==> config.mk <==
export PLATFORM = sky130hd
export DESIGN_NAME = vote_collector
export DESIGN_NICKNAME = d
export VERILOG_FILES = /design/src/rtl/vote_pkg.sv /design/src/rtl/vote_timer.sv /design/src/rtl/vote_collector.sv
export SDC_FILE = /design/constraint.sdc
export NUM_CORES = 1
export LEC_CHECK = 0
export ABC_AREA = 1
export CAP_MARGIN = 10
export CORE_AREA = 2 2 56 58
export CTS_BUF_LIST = sky130_fd_sc_hd__clkbuf_4 sky130_fd_sc_hd__clkbuf_8
export DETAILED_ROUTE_END_ITERATION = 8
export DIE_AREA = 0 0 58 60
export PLACE_DENSITY = 0.68
export RECOVER_POWER = 100
export SLEW_MARGIN = 20
export SYNTH_ARGS = -nofsm -noshare
export SYNTH_HDL_FRONTEND = slang
export SYNTH_SLANG_ARGS = --single-unit
==> constraint.sdc <==
create_clock -name clk -period 1.79 [get_ports clk]
set_input_delay 0.537 -clock clk [delete_from_list [all_inputs] [get_ports clk]]
set_output_delay 0.537 -clock clk [all_outputs]
set_load 0.05 [all_outputs]
==> src/rtl/vote_pkg.sv <==
// Shared types and helpers for the vote collector: FSM states, voter id
// range, and id decode functions used by the collector datapath.
package vote_pkg;

    localparam int N_VOTERS    = 5;
    localparam int VOTE_ID_W   = 3;
    localparam logic [VOTE_ID_W-1:0] VOTE_ID_MIN = 3'd1;
    localparam logic [VOTE_ID_W-1:0] VOTE_ID_MAX = 3'd5;

    typedef enum logic [1:0] {
        IDLE    = 2'd0,
        COLLECT = 2'd1,
        DONE    = 2'd2
    } vote_state_e;

    function automatic logic id_legal(input logic [VOTE_ID_W-1:0] id);
        return (id >= VOTE_ID_MIN) && (id <= VOTE_ID_MAX);
    endfunction

    // Illegal ids map to an empty mask so they can never touch the vector.
    function automatic logic [N_VOTERS:1] id_mask(input logic [VOTE_ID_W-1:0] id);
        logic [N_VOTERS:1] m;
        case (id)
            3'd1:    m = 5'b00001;
            3'd2:    m = 5'b00010;
            3'd3:    m = 5'b00100;
            3'd4:    m = 5'b01000;
            3'd5:    m = 5'b10000;
            default: m = 5'b00000;
        endcase
        return m;
    endfunction

endpackage

==> src/rtl/vote_timer.sv <==
// Round timer: clearable, enabled up-counter whose terminal flag marks the
// last permitted COLLECT cycle (count == TIMEOUT_CYC-1).
module vote_timer #(
    parameter int TIMEOUT_CYC = 16,
    parameter int TO_W        = 8
) (
    input  logic clk,
    input  logic rst,
    input  logic i_clr,
    input  logic i_en,
    output logic o_tc
);

    localparam logic [TO_W-1:0] TC_VAL = TO_W'(TIMEOUT_CYC - 1);

    logic [TO_W-1:0] r_count;

    // Counter register; clear wins over enable.
    always_ff @(posedge clk or posedge rst) begin
        if (rst) begin
            r_count <= '0;
        end else if (i_clr) begin
            r_count <= '0;
        end else if (i_en) begin
            r_count <= r_count + {{(TO_W-1){1'b0}}, 1'b1};
        end else begin
            r_count <= r_count;
        end
    end

    assign o_tc = (r_count == TC_VAL);

endmodule

==> src/rtl/vote_collector.sv <==
// Collects one vote per voter per round and presents a registered, stable
// vote vector and presence mask to the downstream majority stage.
module vote_collector
    import vote_pkg::*;
#(
    parameter int TIMEOUT_CYC = 16,
    parameter int TO_W        = 8
) (
    input  logic                 clk,
    input  logic                 rst,
    input  logic                 start_i,
    input  logic                 vote_valid_i,
    output logic                 vote_ready_o,
    input  logic [VOTE_ID_W-1:0] vote_id_i,
    input  logic                 vote_bit_i,
    output logic [N_VOTERS:1]    x_o,
    output logic [N_VOTERS:1]    present_o,
    output logic                 round_done_o,
    output logic                 timed_out_o,
    output logic                 busy_o,
    output logic                 err_o
);

    vote_state_e       r_state;
    vote_state_e       w_state_nxt;
    logic [N_VOTERS:1] r_x;
    logic [N_VOTERS:1] r_present;
    logic              r_timed_out;
    logic              r_err;

    logic [N_VOTERS:1] w_mask;
    logic              w_start;
    logic              w_accept;
    logic              w_take;
    logic              w_reject;
    logic              w_complete;
    logic              w_tc;

    vote_timer #(
        .TIMEOUT_CYC (TIMEOUT_CYC),
        .TO_W        (TO_W)
    ) u_timer (
        .clk   (clk),
        .rst   (rst),
        .i_clr (w_start),
        .i_en  (r_state == COLLECT),
        .o_tc  (w_tc)
    );

    // Vote decode: first legal vote per voter wins, everything else is rejected.
    always_comb begin
        w_mask     = id_mask(vote_id_i);
        w_start    = (r_state == IDLE) && start_i;
        w_accept   = vote_valid_i && (r_state == COLLECT);
        w_take     = w_accept && id_legal(vote_id_i) && ((r_present & w_mask) == 5'b00000);
        w_reject   = w_accept && !w_take;
        w_complete = w_take && ((r_present | w_mask) == 5'b11111);
    end

    // Next-state logic; a completing vote takes priority over timeout.
    always_comb begin
        w_state_nxt = r_state;
        case (r_state)
            IDLE: begin
                if (start_i) w_state_nxt = COLLECT;
                else         w_state_nxt = IDLE;
            end
            COLLECT: begin
                if (w_complete || w_tc) w_state_nxt = DONE;
                else                    w_state_nxt = COLLECT;
            end
            DONE:    w_state_nxt = IDLE;
            default: w_state_nxt = IDLE;
        endcase
    end

    // State register.
    always_ff @(posedge clk or posedge rst) begin
        if (rst) r_state <= IDLE;
        else     r_state <= w_state_nxt;
    end

    // Vote vector, presence mask and status flags; only start or COLLECT alter them.
    always_ff @(posedge clk or posedge rst) begin
        if (rst) begin
            r_x         <= 5'b00000;
            r_present   <= 5'b00000;
            r_timed_out <= 1'b0;
            r_err       <= 1'b0;
        end else begin
            r_err <= w_reject;
            if (w_start) begin
                r_x         <= 5'b00000;
                r_present   <= 5'b00000;
                r_timed_out <= 1'b0;
            end else if (r_state == COLLECT) begin
                if (w_take) begin
                    r_x       <= (r_x & ~w_mask) | (vote_bit_i ? w_mask : 5'b00000);
                    r_present <= r_present | w_mask;
                end else begin
                    r_x       <= r_x;
                    r_present <= r_present;
                end
                r_timed_out <= w_tc && !w_complete;
            end else begin
                r_x         <= r_x;
                r_present   <= r_present;
                r_timed_out <= r_timed_out;
            end
        end
    end

    assign x_o          = r_x;
    assign present_o    = r_present;
    assign timed_out_o  = r_timed_out;
    assign err_o        = r_err;
    assign vote_ready_o = (r_state == COLLECT);
    assign round_done_o = (r_state == DONE);
    assign busy_o       = (r_state == COLLECT) || (r_state == DONE);

endmodule
Word level (Yosys, flattened, before mapping):

Index checks and enable logic that the tools add are counted.

* bits of input ports: 8
* word-level logic and storage cells: 55
* register bits: 22
* output and inout port bits: 15

* $add $sub $neg: 1
* bitwise operators: 5
* reduce and logical (&&, ||, !) cells: 17
* equality and inequality tests: 9
* multiplexer cells: 15
* order comparisons: 2

Operators with widths (count)
* two-way mux 5 bit: 7
* case mux 5 bit (5 select lines): 1
* two-way mux 8 bit: 2
* AND 5 bit: 2
* bitwise OR 5 bit: 2
* adder 8 x 1 -> 8 bit, second input constant: 1
* equality test 8 x 4 -> 1 bit, second input constant: 1
* logical AND 1 bit: 8
* equality test 3 x 2 -> 1 bit, second input constant: 2
* equality test 3 bit, second input constant: 2
* equality test 5 bit, second input constant: 1
* logical NOT 5 bit: 1
* NOT 5 bit: 1
* case mux 2 bit (2 select lines): 1
* nonzero test 2 bit: 2
* equality test 3 x 1 -> 1 bit, second input constant: 1
* >= comparator 3 x 1 -> 1 bit, second input constant: 1
* <= comparator 3 bit, second input constant: 1
* two-way mux 1 bit: 3
* equality test 2 x 1 -> 1 bit, second input constant: 1
* equality test 2 bit, second input constant: 1
* logical NOT 1 bit: 2
* logical NOT 2 bit: 1
* logical OR 1 bit: 2
* other kinds (2): 2

Logic depth before layout (Yosys ltp):

Gate-level depths: netlist of the first run.

* depth after elaboration: 10
* mapped depth: 10
* depth with buffers taken out: 10

By module:

A second synthesis of the first run with hierarchy kept.

* cells, all modules: 175
* area total of the unflattened synthesis: 1333.8 um2

Modules (own cells, without submodules)
* vote_collector: times used 1, area an instance 887.1 um2, cells an instance 114, sequential area each 350.3 um2
* vote_timer: times used 1, area an instance 446.7 um2, cells an instance 61, sequential area each 200.2 um2

Least setup slack after synthesis of the first run:

Ideal clock, no wire load.

* kind: register to register
* start point: register r_state[1]
* end point: register r_present (netlist bit present_o[5])
* required time: 1667 ps
* slack: -45 ps
* cell stages (with the launch flop): 11
* clock period less this slack: 1835 ps
* setup time: 123 ps
* path buffers: 1
* arrival time: 1712 ps
* cells stage by stage: dfrtp_1 -> inv_1 -> ha_1 -> nand2_1 -> inv_1 -> nand2_1 -> nor2_2 -> nand2_2 -> buf_6 -> nand3_1 -> o21ai_1

* longest elaborated chain between the ends: 6
* elaborated cells on any way between the ends: 10
* classes of those cells: eq/ne: 1; mux: 1; reduce/logical: 8

Ends and longest elaborated chain
* start: declaration: line vote_collector.sv:24 `vote_state_e r_state;`
* start signal: assignment: line vote_collector.sv:80 `else r_state <= w_state_nxt;`
* equality test 2 x 1 -> 1 bit (*)
* net vote_ready_o: line vote_collector.sv:13 `output logic vote_ready_o,`
* logical AND 1 bit: line vote_collector.sv:54 `w_accept = vote_valid_i && (r_state == COLLECT);`
* logical AND 1 bit (2 in series): line vote_collector.sv:55 `w_take = w_accept && id_legal(vote_id_i) && ((r_present & w_mask) == 5'b00000);`
* nonzero test 2 bit (no source line)
* AND reduction 2 bit (no source line) (*)
* end signal: assignment: line vote_collector.sv:99 `r_present <= r_present | w_mask;`
* end signal: assignment: line vote_collector.sv:102 `r_present <= r_present;`
* end signal: assignment: line vote_collector.sv:107 `r_present <= r_present;`
* end: declaration: line vote_collector.sv:27 `logic [N_VOTERS:1] r_present;`

Mark *: on every way through the listed nets, which the timed path passes. The rest lies on a longest branch.
A chain may end at the register's enable or synchronous reset.

Worst setup path in the final report of the first run:

* start point: register r_state[1]
* end point: output port round_done_o

* longest elaborated chain between the ends: 1

Ends and longest elaborated chain
* equality test 2 bit: line vote_collector.sv:118 `assign round_done_o = (r_state == DONE);`
* end: declaration: line vote_collector.sv:18 `output logic round_done_o,`

No other way between the ends.

==> summary.txt, run 1 <==
Slew Viols, Final: 0
Filler Cell Count: 264
Pre-CTS setup slack: -0.269 ns
Synth async-reset ratio: 100%
Max VDD drop: 1.12 mV
Ys Warns: 0
Io pins: 23
Skew final: 0.000653 ns
RSZ-0062 raised after global routing: no
Drt drc: 0
Die W: 58 µm
Yosys cell types: 23
Max-Cap Viols: 0
Clock Sinks: 22
Leakage: 0.904 nW
Worst Path Buf+Inv: 2
Synth area leader: dfrtp_1
Met3 routed WL: 98 µm
Final WL: 2790 µm
Status: complete, no violations
Cts hold-fix bufs: 0
Top Metal Used: met4
1st-pass router iterations: 4
Final hold violations: 0
Top_reg_cell synth: dfrtp_1
Initial antenna violation count: 0
First-pass GRT wire length: 4600 µm
Clock latency on the worst-skew pair: 0.30 ns
Area added between synthesis and finish: 31.7%
# rows: 20
CP endpoint kind: primary output
M1 WL: 1290 µm
Setup CP Type: flop to primary output
Drt via density: 5.04
Core ar.: 2900 µm²
Sequential element share of the synthesized area: 44.9%
Initial Util: 42.3%
Mapped Cells: 161
Nets@finish: 214
P per Cell Area: 1640 nW/µm²
Post-Syn Area per Cell: 7.62 µm²
Crit-path cells: clkbuf_4 -> ha_1 -> buf_12
All-layer global routing usage: 17.2%
Design area: 1620 µm²
Hold WC Path Type: flop to flop
Diodes inserted: 0
Port buffer count: 22
Detail Route met2 WL: 1340 µm
Root Buffer: clkbuf_4
Htree depth: 1
Most numerous cell in the Yosys netlist: nand2_1
Fraction of layout cells with a size suffix above 1: 24.9%
Final RePlAce weighted congestion: 0.811
Iter 0 DRT Violations: 39
Largest net degree at the start of global routing: 27
Post-DP Area: 1720 µm²
Critical path fanouts, max: 2
Vias in the first global route: 1136
Final setup viols: 0
Final ANT Viol Nets: 0
Total CTS buffers: 3
Share of the synthesized area in the top cell type: 44.9%
Relative slew margins: 64.3%
Grt ovf: 0
Total number of vias: 1180
Mapped Nets: 173
Die area: 3480 µm²
CTS tree: yes
Mapped cell area: 1230 µm²
Fmax achieved: 576 MHz
Die Ht: 60 µm
Register bit count reported by yosys: 22
Post-synth EDFFs: 0
Largest stage delay on the critical path: 0.41 ns
Slowest CP cell: dfrtp_1
Most frequent cells after synthesis: nand2_1, nand3_1, dfrtp_1, inv_1, nor2_1
Setup slack, reg-to-reg: 0.22 ns
Tcrit/Tclk final: 97.1%
Clock Pin Slew Worst Setup and Hold Paths: 0.12 ns
CP Launch Type: flop
Minimum clock period: 1.74 ns
Clock Path Buffers: 2
Ranking of synthesized cells by area: dfrtp_1, nand2_1, nand3_1
WL per Instance: 11.9 µm
DP Wirelength: 2150 µm
Critical path arrival: 1.20 ns
Delay-heaviest family, CP: flip-flops
CP required: 1.25 ns
Actual slew at the worst max-slew pin: 0.536 ns
Crit path setup slack, layout: 0.0525 ns
Setup TNS: 0 ns
==> registers in the layout, indices dropped and copies added (netlist names) <==
name / cells
present_o: 5
timed_out_o: 1
err_o: 1
u_timer.r_count: 8
r_state: 2
x_o: 5
==> layer usage <==
| metal | vias up | track usage, % |
|---|---|---|
| met2 | 20 | 29.9 |
| li1 | 606 | - |
| met1 | 548 | 21.2 |
| met3 | 6 | 1.95 |
| met4 | 0 | 8.31 |
| met5 | - | 0 |
==> layout make-up <==
cell class              instances  area [µm²]  area share, %
inverters                      21        80.1           4.95
multi-input cells             115         597           36.9
clock buffers                   4        36.3           2.24
flip-flops and latches         22         551           34.1
well taps                      33        41.3           2.55
repair buffers                 39         312           19.3
==> cells in the final DEF (no fill, tap or decap), types with 3 or more instances in the layout <==
master | netlist | final
clkbuf_4 | 0 | 4
buf_4 | 0 | 14
nand4_1 | 4 | 4
nand2_1 | 40 | 41
inv_1 | 18 | 16
nor2_1 | 14 | 15
nand3_1 | 27 | 27
clkbuf_2 | 0 | 14
a21oi_1 | 3 | 3
dfrtp_1 | 22 | 22
o21ai_0 | 8 | 9
nand3_2 | 3 | 3
dlymetal6s2s_1 | 0 | 3
inv_2 | 2 | 4
==> power breakdown <==
| part | switching (mW) | leakage, nW | total [mW] | internal [mW] |
|---|---|---|---|---|
| Clock | 0.147 | 0.0210 | 0.270 | 0.124 |
| Combinational | 1.02 | 0.593 | 1.54 | 0.518 |
| Sequential | 0.161 | 0.290 | 0.839 | 0.678 |
| Total | 1.33 | 0.904 | 2.65 | 1.32 |
==> logic make-up (layout without fill, tap and decap cells) <==
family                     count (synthesis)  in the layout  synth area share [%]
adders and majority gates                  4              4                  4.08
AOI/OAI and AO/OA                         16             16                  7.14
and+or+nand+nor                           95             95                  35.8
buffers and inverters                     24             64                  8.15
DFF                                       22             22                  44.9
==> final timing paths <==
kind                                     from                 end  cells past startpoint
setup / recovery                   r_state[1]        round_done_o                      3
hold reg to reg            u_timer.r_count[5]  u_timer.r_count[6]                      1
min in group asynchronous                 rst              x_o[1]                      3
setup reg to reg                   r_state[1]        present_o[5]                     10
hold / removal             u_timer.r_count[5]  u_timer.r_count[6]                      1
max in group asynchronous                 rst        present_o[3]                      3
==> per-stage QoR <==
step	std cells	util (%)	hold slack [ns]	total power, mW
finish	234	55.7	0.485	2.65
global route	234	55.7	0.500	2.83
CTS	232	60.6	0.485	3.01
detailed placement	228	59.3	0.468	2.74
global placement	228	59.3	0.438	2.69
floorplan	161	-	0.432	1.87
==> what timing repair did <==
action,CTS,global route
setup endpoints to repair,0,10
buffers inserted,0,2
gates resized for setup,0,7
Power figures use the tool's default switching activity.
==> run 2: changes to the inputs <==
CORE_AREA = 2 2 63 65   (was 2 2 56 58)
DIE_AREA = 0 0 65 67   (was 0 0 58 60)
PLACE_DENSITY = 0.66   (was 0.68)
==> run 2 against run 1 <==
Critical path type unchanged. Largest power group unchanged. Via count fell by 2.8%. Maximum frequency up 2.0%. Sequential share of layout area down 1.9 points. Largest cell class unchanged. First-iteration DRC count decreased by 5.1%. Non-clock buffer count increased by 2. Clock power increased by 69%. Worst setup slack improved by 0.034 ns. Highest routed layer unchanged. Sequential power barely moved. Die area increased by 25%. Hold slack got worse by 0.023 ns.
==> summary.txt, run 2 (same netlist as run 1, synthesis figures left out) <==
Initial Util: 34.0%
Design area: 1710 µm²
Initial antenna violation count: 0
Filler Cell Count: 355
Final WL: 2680 µm
RSZ-0062 raised after global routing: no
Leakage: 1.07 nW
Hold_sp: u_timer.r_count[5]
Final hold violations: 0
Most frequent cells in the layout: nand2_1, nand3_1, dfrtp_1
Tcrit/Tclk final: 95.2%
Slew Viols, Final: 0
Commonest non-fill, non-tap cell in the layout: nand2_1
First-pass GRT wire length: 4640 µm
Reg2Reg Launch Point: r_state[1]
WL per Instance: 10.7 µm
Io pins: 23
Grt ovf: 0
Hold Path Sink: u_timer.r_count[6]
Post-layout util: 47.5%
Clock Pin Slew Worst Setup and Hold Paths: 0.08 ns
Hold WC Path Type: flop to flop
Relative slew margins: 64.1%
Hold path cells: 1
Die area: 4360 µm²
Critical path fanouts, max: 7
Final setup viols: 0
Die W: 65 µm
CTS tree: yes
Root Buffer: clkbuf_8
Setup slack, reg-to-reg: 0.17 ns
Drt drc: 0
Reg2reg end: x_o[5]
# rows: 22
Actual slew at the worst max-slew pin: 0.538 ns
Iter 0 DRT Violations: 37
CP required: 1.25 ns
Final RePlAce weighted congestion: 0.786
1st-pass router iterations: 4
Setup CP Type: flop to primary output
Cells on worst reg2reg path: 10
Total number of vias: 1147
Area added between synthesis and finish: 39.6%
Max-Cap Viols: 0
Largest net degree at the start of global routing: 27
Nets@finish: 216
Fmax achieved: 587 MHz
Skew final: 0.0102 ns
Clock latency on the worst-skew pair: 0.26 ns
All-layer global routing usage: 13.8%
Max reg flops: 8
P per Cell Area: 1650 nW/µm²
Clock Path Buffers: 2
Minimum clock period: 1.70 ns
CP Launch Type: flop
Total CTS buffers: 3
Port buffer count: 22
Status: complete, no violations
Die Ht: 67 µm
Critical path arrival: 1.17 ns
Post-DP Area: 1770 µm²
Clock Sinks: 22
Core ar.: 3610 µm²
Fraction of layout cells with a size suffix above 1: 18.7%
Postcts setup bufs: 0
Diodes inserted: 0
Htree depth: 1
Max VDD drop: 0.430 mV
Vias in the first global route: 1068
DP Wirelength: 2010 µm
CP endpoint kind: primary output
Largest Register: u_timer.r_count
Final ANT Viol Nets: 0
Drt via density: 4.57
-- run 2: cell types whose count changed in the layout (fill, tap and decap cells not counted), sizes merged --
cell / previous run / this run
inv: 20 / 21
dlymetal6s2s: 3 / 12
bufinv: 0 / 1
dlygate4sd2: 0 / 1
clkbuf: 19 / 8
buf: 17 / 19
clkinv: 1 / 0
-- run 2: cell type report --
| type | count | area (µm²) | area share, % |
|---|---|---|---|
| tap | 48 | 60.1 | 3.51 |
| inverter | 21 | 78.8 | 4.60 |
| clock buffer | 3 | 41.3 | 2.41 |
| timing repair buffer | 41 | 378 | 22.1 |
| multi-input combinational | 115 | 574 | 33.5 |
| clock inverter | 1 | 30.0 | 1.75 |
| sequential | 22 | 551 | 32.1 |
-- run 2: repair_timing --
action,4_1_cts,5_1_grt
hold buffers,0,0
endpoints found under the setup margin,2,13
gates cloned,0,0
gates resized for setup,1,4
endpoints found under the hold margin,0,0
-- run 2: layer usage --
layer	wire [µm]	share of wire (%)	vias up	global-route usage [%]
met2	1200	45	17	21.4
met3	96	3.6	4	2.36
met1	1340	50	519	18.9
li1	-	-	607	-
met5	0	0	-	0
met4	42	1.6	0	5.59
-- run 2: through the flow --
step                      setup TNS, ns  setup WS, ns  cells  hold WS [ns]  power [mW]
final                                 0        0.0866    251         0.462        2.83
after global placement            -2.86        -0.268    247         0.455        2.72
after CTS                             0        0.0208    251         0.467        3.21
after global routing                  0        0.0127    251         0.493        3.03
after detailed placement          -3.17        -0.299    247         0.452        2.74
after floorplan                       0         0.159    161         0.432        1.87
-- run 2: power breakdown --
part	switching (mW)	total [mW]	internal (mW)
sequential	0.157	0.836	0.680
clock	0.157	0.456	0.299
combinational	0.982	1.53	0.551
total	1.30	2.83	1.53
-- run 2: worst max-delay path, stage by stage, from the launching register on --
cell,delay [ns]
dfrtp_1,0.38
inv_1,0.08
ha_2,0.28
buf_12,0.16
-- run 2: worst max-delay path by stage --
| stage | startpoint | end | slack [ns] | cells after the start |
|---|---|---|---|---|
| 2_1_floorplan | r_state[1] | present_o[5] | 0.16 | 10 |
| 3_3_place_gp | vote_id_i[0] | r_state[0] | -0.27 | 9 |
| 3_5_place_dp | vote_id_i[0] | timed_out_o | -0.30 | 9 |
| 4_1_cts | vote_id_i[2] | timed_out_o | 0.02 | 9 |
| 5_1_grt | r_state[1] | present_o[3] | 0.01 | 10 |
| 6_report | r_state[1] | vote_ready_o | 0.09 | 3 |
